**src/rtl/debounce_pkg.sv**
```systemverilog
// Shared types and constants for the sync_debounce block.
// Optional edge counter is enabled with DEBOUNCE_EDGE_CNT_EN.
package debounce_pkg;

    typedef enum logic [1:0] {
        STABLE_LO = 2'b00,
        CHECK_HI  = 2'b01,
        STABLE_HI = 2'b11,
        CHECK_LO  = 2'b10
    } deb_state_t;

    localparam int unsigned EDGE_CNT_W = 16;

    function automatic deb_state_t idle_state(input logic level);
        return level ? STABLE_HI : STABLE_LO;
    endfunction

endpackage

```
**src/rtl/debounce_edge_counter.sv**
```systemverilog
// Free-running wrapping counter of accepted rising edges.
// Instantiated by sync_debounce only with DEBOUNCE_EDGE_CNT_EN.
module debounce_edge_counter
    import debounce_pkg::*;
(
    input  logic                  clk,
    input  logic                  rst_n,
    input  logic                  inc,
    output logic [EDGE_CNT_W-1:0] count
);

    always_ff @(posedge clk or negedge rst_n) begin
        if (!rst_n) begin
            count <= '0;
        end else if (inc) begin
            count <= count + EDGE_CNT_W'(1);
        end
    end

endmodule

```
**src/rtl/sync_debounce.sv**
```systemverilog
// Second-stage synchroniser plus counting debouncer with edge strobes.
// Define DEBOUNCE_EDGE_CNT_EN to add the edge_count output.
module sync_debounce
    import debounce_pkg::*;
#(
    parameter int unsigned DEBOUNCE_CYCLES = 16,
    parameter logic        RESET_LEVEL     = 1'b0
) (
    input  logic clk,
    input  logic rst_n,
    input  logic data_in,
    output logic data_out,
    output logic rise_pulse,
`ifdef DEBOUNCE_EDGE_CNT_EN
    output logic fall_pulse,
    output logic [EDGE_CNT_W-1:0] edge_count
`else
    output logic fall_pulse
`endif
);

    localparam int unsigned CNT_W = $clog2(DEBOUNCE_CYCLES + 1);
    localparam logic [CNT_W-1:0] CNT_ONE  = CNT_W'(1);
    localparam logic [CNT_W-1:0] CNT_LAST = CNT_W'(DEBOUNCE_CYCLES - 1);
    localparam deb_state_t RST_STATE = idle_state(RESET_LEVEL);

    if (DEBOUNCE_CYCLES < 2 || DEBOUNCE_CYCLES > 65535) begin : g_bad_cfg
        $error("DEBOUNCE_CYCLES out of range");
    end

    logic             sync_q;
    deb_state_t       state;
    deb_state_t       state_nxt;
    logic [CNT_W-1:0] cnt;
    logic [CNT_W-1:0] cnt_nxt;
    logic             out_nxt;
    logic             rise_nxt;
    logic             fall_nxt;

    always_ff @(posedge clk or negedge rst_n) begin
        if (!rst_n) begin
            sync_q <= RESET_LEVEL;
        end else begin
            sync_q <= data_in;
        end
    end

    always_ff @(posedge clk or negedge rst_n) begin
        if (!rst_n) begin
            state      <= RST_STATE;
            cnt        <= '0;
            data_out   <= RESET_LEVEL;
            rise_pulse <= 1'b0;
            fall_pulse <= 1'b0;
        end else begin
            state      <= state_nxt;
            cnt        <= cnt_nxt;
            data_out   <= out_nxt;
            rise_pulse <= rise_nxt;
            fall_pulse <= fall_nxt;
        end
    end

    // cnt counts samples already matching the candidate level
    always_comb begin
        state_nxt = state;
        cnt_nxt   = cnt;
        out_nxt   = data_out;
        rise_nxt  = 1'b0;
        fall_nxt  = 1'b0;
        unique case (state)
            STABLE_LO: begin
                if (sync_q) begin
                    state_nxt = CHECK_HI;
                    cnt_nxt   = CNT_ONE;
                end
            end
            CHECK_HI: begin
                if (!sync_q) begin
                    state_nxt = STABLE_LO;
                    cnt_nxt   = '0;
                end else if (cnt >= CNT_LAST) begin
                    state_nxt = STABLE_HI;
                    cnt_nxt   = '0;
                    out_nxt   = 1'b1;
                    rise_nxt  = 1'b1;
                end else begin
                    cnt_nxt   = cnt + CNT_ONE;
                end
            end
            STABLE_HI: begin
                if (!sync_q) begin
                    state_nxt = CHECK_LO;
                    cnt_nxt   = CNT_ONE;
                end
            end
            CHECK_LO: begin
                if (sync_q) begin
                    state_nxt = STABLE_HI;
                    cnt_nxt   = '0;
                end else if (cnt >= CNT_LAST) begin
                    state_nxt = STABLE_LO;
                    cnt_nxt   = '0;
                    out_nxt   = 1'b0;
                    fall_nxt  = 1'b1;
                end else begin
                    cnt_nxt   = cnt + CNT_ONE;
                end
            end
            default: begin
                state_nxt = RST_STATE;
                cnt_nxt   = '0;
            end
        endcase
    end

`ifdef DEBOUNCE_EDGE_CNT_EN
    debounce_edge_counter u_edge_cnt (
        .clk   (clk),
        .rst_n (rst_n),
        .inc   (rise_pulse),
        .count (edge_count)
    );
`endif

endmodule

```
**config.mk**
```make
export PLATFORM = sky130hd
export DESIGN_NAME = sync_debounce
export DESIGN_NICKNAME = d
export VERILOG_FILES = /design/src/rtl/debounce_pkg.sv /design/src/rtl/debounce_edge_counter.sv /design/src/rtl/sync_debounce.sv
export SDC_FILE = /design/constraint.sdc
export NUM_CORES = 1
export LEC_CHECK = 0
export CAP_MARGIN = 15
export CORE_AREA = 2 2 39 41
export DETAILED_ROUTE_END_ITERATION = 10
export DIE_AREA = 0 0 41 43
export PLACE_DENSITY = 0.68
export SLEW_MARGIN = 20
export SYNTH_ARGS = -nofsm -noshare
export SYNTH_HDL_FRONTEND = slang
export SYNTH_HIERARCHICAL = 1
export SYNTH_SLANG_ARGS = --single-unit
```
**constraint.sdc**
```tcl
create_clock -name clk -period 5.3 [get_ports clk]
set_input_delay 0.53 -clock clk [delete_from_list [all_inputs] [get_ports clk]]
set_output_delay 0.53 -clock clk [all_outputs]
set_load 0.03 [all_outputs]
```
==> summary.md <==
| Metric | Value |
|---|---|
| Status | `finished clean` |
| Cell family with most CP delay | `simple AND/OR/NAND/NOR gates` |
| Number of global-route vias before repair | `between 400 and 500` |
| Worst Setup End Kind | `flop` |
| Post-layout min period | `1900 ps` |
| Fmax | `0.526 GHz` |
| Worst-path clk slew | `around 70 ps` |
| Worst-path fanout max | `5` |
| Buffers & Inverters on Critical Path | `0` |
| CP Cell Sequence | `ha_1, and3_1, ha_1, nor4_2, nand2b_1, a31oi_1` |
| Required time of the critical path | `about 5500 ps` |
| RSZ-0062 raised after global routing | `false` |
| Syn_nets | `65` |
| Gates resized, CTS repair | `0` |
| Final setup violating endpoints | `0` |
| Seq/Total Area, Yosys | `around 44%` |
| Hold Vio Cnt, Final | `0` |
| Routed WL | `1120 um` |
| Pwr Density | `406 nW/um2` |
| Grt ovf | `0` |
| Flops & latches, synth | `11` |
| CP peak stage delay | `~440 ps` |
| Critical Path AT | `~2100 ps` |
| Synth cell types | `24` |
| Maximum VDD drop | `0.229 mV` |
| Max clock buf depth | `2` |
| Slowest-stage cell, CP | `nor4_2` |
| Final ANT Viol Nets | `0` |
| Ant diodes | `0` |
| Post-Syn Instances | `55` |
| Vias per inst | `5.66` |
| Vias | `447` |
| CTS tree | `done` |
| Post-DP HPWL | `785 um` |
| Die area | `approximately 1800 um2` |
| CTS H-tree lvls | `1` |
| Residual DRC | `0` |
| Fin util | `approximately 52%` |
| # hold bufs at CTS | `0` |
| Setup crit start kind | `flop` |
| Initial Utilization | `a little under half` |
| First-pass DRT Iterations | `4` |
| Vert. Die Dim | `between 40 and 50 um` |
| P_int | `approximately 0.18 mW` |
| Row count | `14` |
| P&R area growth vs syn | `13.5%` |
| Cts bufs inserted | `3` |
| CP dominant cell by count | `ha_1` |
| Leakage | `~0.3 nW` |
| Period utilisation layout | `35.8%` |
| Largest net degree at the start of global routing | `12` |
| Core area | `between 1000 and 1500 um2` |
| Final Slew Violations | `0` |
| Comb pwr share | `39.9%` |
| Mean Syn Cell Area | `11.4 um2` |
| Setup TNS | `0 ps` |
| Sw Pwr | `0.113 mW` |
| Initial DRC Count | `19` |
| Fill count | `about 130` |
| Clk root buf | `clkbuf_4` |
| Aggregate global-route resource usage | `17.7%` |
| Setup CP Type | `flop to flop` |
| Total clock sinks | `11` |
| Storage cell area | `275 um2` |
| Register share of total power | `approximately two fifths` |
| Final GP Congestion | `0.744` |
| Ys Warns | `6` |
| Cell Area, Synth | `629 um2` |
| Final worst setup slack | `3400 ps` |
| DIE WIDTH | `41 um` |
| Slew headroom | `between 60% and 70%` |
| EDFF count, synth | `0` |
| Fraction of layout cells with a size suffix above 1 | `between 10% and 20%` |
| Area of the multi-input gates | `approximately 330 um2` |
| Net Sw Frac | `39.1%` |
| Async SR Flop Fraction | `100%` |
| Clk_skew | `1.50 ps` |
| Initial antenna violation count | `0` |
| IO Port Bufs | `5` |
| Worst Tran Pin Value | `about 480 ps` |
| Routed len/inst | `14.2 um` |
| Setup bufs post-CTS | `0` |
| Clock Latency Late Sink | `280 ps` |
| I/O pins | `6` |
| First-pass GRT wire length | `approximately 2000 um` |
| Max-Cap Viols | `0` |
| HP Class | `flop to flop` |
| NumNets Final | `74` |
| Ys flop type | `dfrtp_1` |
| Clock share of power | `20.7%` |
| Post-place setup slack | `3460 ps` |
## worst min-delay path: stages, from the launching register on
cell,delay [ps]
dfrtp_1,390
nand2_1,60
o21ai_0,60
## stage by stage
stage | total power [mW] | hold slack, ps | instances | cell area (um2)
CTS | 0.295 | 544 | 79 | 714
global placement | 0.228 | 513 | 75 | 688
finish | 0.290 | 543 | 79 | 714
detailed placement | 0.230 | 529 | 75 | 688
floorplan | 0.204 | 234 | 55 | 629
global route | 0.320 | 585 | 79 | 714
## power by group through the flow
stage / Sequential (mW) / Combinational, mW / Clock, mW
2_1_floorplan: 0.111 / 0.0932 / 0
3_5_place_dp: 0.116 / 0.114 / 0
6_report: 0.115 / 0.116 / 0.0600
4_1_cts: 0.115 / 0.116 / 0.0638
5_1_grt: 0.118 / 0.136 / 0.0659
3_3_place_gp: 0.115 / 0.113 / 0
## cell families (layout without fill, tap and decap cells)
group / Yosys count / after routing / share of synthesized area, %
AOI/OAI and AO/OA: 15 / 15 / 15.7
and+or+nand+nor: 15 / 15 / 17.5
muxes: 3 / 3 / 5.57
adders and majority gates: 7 / 7 / 13.9
buffers and inverters: 4 / 12 / 3.58
DFF: 11 / 11 / 43.7
## final timing paths
check / start / endpoint / slack (ps) / cells after the start
worst max-delay path: cnt[0]$_DFFE_PN0P_ / cnt[0]$_DFFE_PN0P_ / 3400 / 6
max in group asynchronous: rst_n / rise_pulse$_DFF_PN0_ / 4370 / 1
worst min-delay path: cnt[1]$_DFFE_PN0P_ / cnt[1]$_DFFE_PN0P_ / 540 / 2
worst min register to register: cnt[1]$_DFFE_PN0P_ / cnt[1]$_DFFE_PN0P_ / 540 / 2
worst max register to register: cnt[0]$_DFFE_PN0P_ / cnt[0]$_DFFE_PN0P_ / 3400 / 6
min in group asynchronous: rst_n / state[0]$_DFFE_PN0P_ / 590 / 1
## sequential cells by signal (all words and copies together), names as in the netlist
| name | cells |
|---|---|
| cnt | 5 |
| data_out | 1 |
| fall_pulse | 1 |
| rise_pulse | 1 |
| state | 2 |
| sync_q | 1 |
## layer usage
layer  wire, um  GRT usage (%)  vias to the layer above
met1        528           24.7                      213
met3         61           9.42                        4
met2        504           20.9                       12
met4         29           10.0                        0
li1           -              -                      218
met5          0              0                        -
## Yosys cell counts, types with 2 or more instances
library cell   n  area, um2
inv_1          3       11.3
nand2_1        4       15.0
o31ai_1        3       22.5
nor2_1         3       11.3
mux2i_1        2       20.0
a21oi_1        3       15.0
dfrtp_1       11        275
o21ai_0        4       20.0
ha_1           7       87.6
## cell usage in the layout (no fill, tap or decap), types with 3 or more instances in the layout
| cell | count |
|---|---|
| nor2_1 | 3 |
| nand2_1 | 4 |
| clkbuf_4 | 3 |
| o31ai_1 | 3 |
| o21ai_0 | 4 |
| a21oi_1 | 3 |
| dfrtp_1 | 11 |
| clkdlybuf4s50_1 | 5 |
| ha_1 | 7 |
| inv_1 | 3 |
## cell type report
cell class	count	area share, %
clock buffer	4	3.68
inverter	3	1.58
multi-input combinational	40	46.4
sequential	11	38.5
tap	16	2.80
timing repair buffer	5	7.01
No activity file was read; power rests on OpenSTA's default activity.
